==> src/rtl/pipe_stage_reg.sv <==
// rtl/pipe_stage_reg.sv - Y86-64 inter-stage pipeline register with stall, bubble, valid and sticky error.
// Optional PIPE_STAGE_REG_PERF_EN adds saturating stall/bubble event counters.
module pipe_stage_reg #(
    parameter int         W         = 64,
    parameter int         NWORD     = 5,
    parameter logic [3:0] NOP_ICODE = 4'h1,
    parameter logic [3:0] RNONE     = 4'hF,
    parameter logic [2:0] STAT_BUB  = 3'd0
) (
    input  logic                 clk,
    input  logic                 rst_n,
    input  logic                 stall,
    input  logic                 bubble,
    input  logic [2:0]           in_stat,
    input  logic [3:0]           in_icode,
    input  logic [3:0]           in_ifun,
    input  logic [3:0]           in_rA,
    input  logic [3:0]           in_rB,
    input  logic                 in_cnd,
    input  logic [NWORD*W-1:0]   in_data,
    output logic [2:0]           out_stat,
    output logic [3:0]           out_icode,
    output logic [3:0]           out_ifun,
    output logic [3:0]           out_rA,
    output logic [3:0]           out_rB,
    output logic                 out_cnd,
    output logic [NWORD*W-1:0]   out_data,
    output logic                 out_valid,
`ifdef PIPE_STAGE_REG_PERF_EN
    input  logic                 perf_clr,
    output logic [31:0]          perf_stall_cnt,
    output logic [31:0]          perf_bubble_cnt,
`endif
    output logic                 err
);

    always_ff @(posedge clk or negedge rst_n) begin
        if (!rst_n) begin
            out_stat  <= STAT_BUB;
            out_icode <= NOP_ICODE;
            out_ifun  <= 4'h0;
            out_rA    <= RNONE;
            out_rB    <= RNONE;
            out_cnd   <= 1'b0;
            out_data  <= '0;
            out_valid <= 1'b0;
            err       <= 1'b0;
        end else if (stall) begin
            // A bubble request during a stall is a control-unit bug: flag it, keep contents.
            if (bubble) begin
                err <= 1'b1;
            end
        end else if (bubble) begin
            out_stat  <= STAT_BUB;
            out_icode <= NOP_ICODE;
            out_ifun  <= 4'h0;
            out_rA    <= RNONE;
            out_rB    <= RNONE;
            out_cnd   <= 1'b0;
            out_data  <= '0;
            out_valid <= 1'b0;
        end else begin
            out_stat  <= in_stat;
            out_icode <= in_icode;
            out_ifun  <= in_ifun;
            out_rA    <= in_rA;
            out_rB    <= in_rB;
            out_cnd   <= in_cnd;
            out_data  <= in_data;
            out_valid <= (in_stat != STAT_BUB);
        end
    end

`ifdef PIPE_STAGE_REG_PERF_EN
    always_ff @(posedge clk or negedge rst_n) begin
        if (!rst_n) begin
            perf_stall_cnt  <= '0;
            perf_bubble_cnt <= '0;
        end else if (perf_clr) begin
            perf_stall_cnt  <= '0;
            perf_bubble_cnt <= '0;
        end else begin
            if (stall && (perf_stall_cnt != 32'hFFFF_FFFF)) begin
                perf_stall_cnt <= perf_stall_cnt + 32'd1;
            end
            if (!stall && bubble && (perf_bubble_cnt != 32'hFFFF_FFFF)) begin
                perf_bubble_cnt <= perf_bubble_cnt + 32'd1;
            end
        end
    end
`endif

endmodule

==> config.mk <==
export PLATFORM = sky130hd
export DESIGN_NAME = pipe_stage_reg
export DESIGN_NICKNAME = d
export VERILOG_FILES = /design/src/rtl/pipe_stage_reg.sv
export SDC_FILE = /design/constraint.sdc
export NUM_CORES = 1
export LEC_CHECK = 0
export ABC_AREA = 1
export ABC_CLOCK_PERIOD_IN_PS = 900
export CAP_MARGIN = 20
export CELL_PAD_IN_SITES_DETAIL_PLACEMENT = 1
export CELL_PAD_IN_SITES_GLOBAL_PLACEMENT = 2
export CORE_AREA = 2 2 266 268
export CTS_CLUSTER_DIAMETER = 100
export DETAILED_ROUTE_END_ITERATION = 10
export DIE_AREA = 0 0 268 270
export MAX_ROUTING_LAYER = met4
export PLACE_DENSITY_LB_ADDON = 0.1
export RECOVER_POWER = 25
export SLEW_MARGIN = 0
export SYNTH_ARGS = -nofsm -noshare
export SYNTH_HDL_FRONTEND = slang
export SYNTH_SLANG_ARGS = --single-unit
==> constraint.sdc <==
create_clock -name clk -period 0.9 [get_ports clk]
set_clock_uncertainty 0.05 [all_clocks]
set_input_delay 0.18 -clock clk [delete_from_list [all_inputs] [get_ports clk]]
set_output_delay 0.18 -clock clk [all_outputs]
set_load 0.01 [all_outputs]
==> impl_metrics.ini <==
[clock_tree]
cts_htree_levels = 2
ctsLongestPathBuffers = 3
insertion_delay_ns = 0.56
worst_setup_hold_path_clk_slew_ns = 0.06
cts-buffers-inserted = 46
clk_root_buffer_cell = clkbuf_16
tritoncts = built
clock_sink_count = 342

[synthesis]
syn_inst = 1446
yosys_register_bits = 342
yosysUniqueCellTypes = 12
yosysWarningCount = 0
synthesis.area_per_instance_um2 = 8.86
synthesis.area_mm2 = 0.0128
synth_seq_area_share = 0.669
syn_nets = 1790

[worst_hold_path]
hp-class = primary input to flop

[layout]
area_delta_synth_final_pct = 93.3
mostFrequentLayoutCell = nand2_1
number_of_fill_cells_in_the_layout = 7998
post-route-util = 0.356
multi_input_area_mm2 = 0.00399
layout-drive-gt1-share = 0.311
seq_area_mm2 = 0.00857
nNetsFinal = 2746
layout.cells.most_common_list = nand2_1 (970), clkdlybuf4s50_1 (340), dfrtp_1 (332)

[drt]
avgRoutedWirePerCell_um = 19.7
routed_vias = 13000
drt_wl_total_um = 66500
antenna_violating_nets_post_route = 0
route.detailed.vias_per_inst = 3.85
drt_iter0_markers = 478
drc = 0
count_of_tritonroute_iterations_in_the_first_routing_pass = 4

[timing]
setup_viol_count_final = 674
grt_setup_unrepaired = yes
timing.hold.ws_ns = 0.0435
fmaxAchievable_ghz = 0.685
slew_violations = 0
final.setup.worst_slack_ns = -0.560
min_period_ns = 1.46
final_min_period_over_clock_period = 1.62
hold_viol = 0
max_slew_margin = 0.496
worst_pin_slew_ns = 0.756

[critical_path]
cp-start-kind = flop
cp.arrival_ns = 1.23
cp-end-kind = primary output
critical_path_peak_fanout = 2
crit_path_max_incr_delay_ns = 0.54
slowest_stage = dfstp_2
critical_path.cell_chain = buf_6
worst_setup_path_class = flop to primary output
worst-path-buf-inv = 1
cpLargestDelayFamily = flip-flops
timing.critical_path.required_ns = 0.67

[flow_run]
cap_violations = 0

[global_routing]
grt_start_max_net_pins = 49
grt.overflow.total = 0
antenna_found_initial = 10
grt_pass1_vias = 14100
grt.total_usage = 0.185
grt_pass1_wl_um = 96400

[placement]
place.detailed.hpwl_um = 49800
numPortBuffers = 685
place.gp.congestion = 0.812

[power_and_ir_drop]
peak_ir_drop_on_the_vdd_network_v = 0.00115
cellLeakagePower_nw = 13.1
power.density_mw_per_mm2 = 1790

[floorplan]
fp.dieW_um = 268
die_h_um = 270
num_io_pins = 686
core_mm2 = 0.0695
placementRows = 97
floorplan.initialDensity = 0.184
dieArea_mm2 = 0.0724

[outcome]
failed_checks = negative setup slack
outcome = complete, but fails checks
==> layer usage <==
layer  vias to the layer above  routed length (um)  track usage
li1                       6261                   -            -
met1                      6391               25400        0.197
met2                       325               35700        0.336
met3                        70                4250       0.0540
met4                         0                1240       0.0398
met5                         -                   0            -
==> stage by stage <==
step	cells	setup WS, ns	setup TNS [ns]	instance area (um^2)	total power, mW
after global placement	3142	-0.685	-286.30	21900	25.5
after floorplan	1446	0.00391	0	12800	19.4
after CTS	3298	-0.608	-162.97	23700	44.5
after global routing	3385	-0.622	-234.89	24800	46.5
after detailed placement	3142	-0.714	-296.49	21900	25.6
final	3385	-0.560	-175.22	24800	44.2
==> cells by family after synthesis <==
kind of cell	count (synthesis)	share of synthesized area
simple gates	1016	0.298
flops	342	0.669
buf+inv	78	0.0292
compound gates	10	0.00410
==> worst paths after layout <==
path | from | to | slack [ns] | depth (start not counted)
setup / recovery | out_rB[1]$_DFFE_PN1N_ | out_rB[1] | -0.56 | 1
hold / removal | stall | err$_DFFE_PN0P_ | 0.04 | 3
setup reg to reg | out_data[193]$_DFFE_PN0N_ | out_data[193]$_DFFE_PN0N_ | -0.10 | 5
hold reg to reg | out_rB[2]$_DFFE_PN1N_ | out_rB[2]$_DFFE_PN1N_ | 0.42 | 2
max in group asynchronous | rst_n | out_data[46]$_DFFE_PN0N_ | -0.15 | 4
min in group asynchronous | rst_n | out_data[21]$_DFFE_PN0N_ | 0.15 | 2
==> synth_stat cells, drive strengths merged <==
library cell	number	area, um^2
a21o	1	7.51
buf	66	329
clkbuf	9	33.8
dfrtp	333	8330
dfstp	9	236
inv	3	11.3
nand2	1014	3810
nand3	1	5.00
nor2	1	11.3
o21ai	9	45.0
==> where the power goes <==
part / internal, mW / switching (mW) / leakage [nW] / total [mW]
clock: 10.9 / 7.25 / 0.725 / 18.1
combinational: 5.00 / 3.66 / 7.91 / 8.66
sequential: 16.6 / 0.849 / 4.42 / 17.5
total: 32.5 / 11.8 / 13.1 / 44.2
==> layout make-up <==
type                            count  area share
Multi-Input combinational cell   1026       0.161
Antenna cell                       10     0.00101
Sequential cell                   342       0.346
Inverter                            3    0.000455
Tap cell                          940      0.0475
Clock buffer                       77      0.0586
Timing Repair Buffer              983       0.385
Clock inverter                      4    0.000808
==> flip-flops by register name (all words and copies together), names as in the netlist <==
signal and count:
out_cnd 1, out_stat 3, out_rA 4, out_valid 1, out_ifun 4, out_data 320
out_icode 4, err 1, out_rB 4
==> what timing repair did <==
action | CTS | global route
hold buffers | 2 | 3
cloned | 2 | 0
gates resized for setup | 1735 | 107
pin swaps | 7 | 41
endpoints found under the setup margin | 575 | 380
setup buffers | 74 | 105
hold endpoints to repair | 347 | 3
Power figures use the tool's default switching activity.
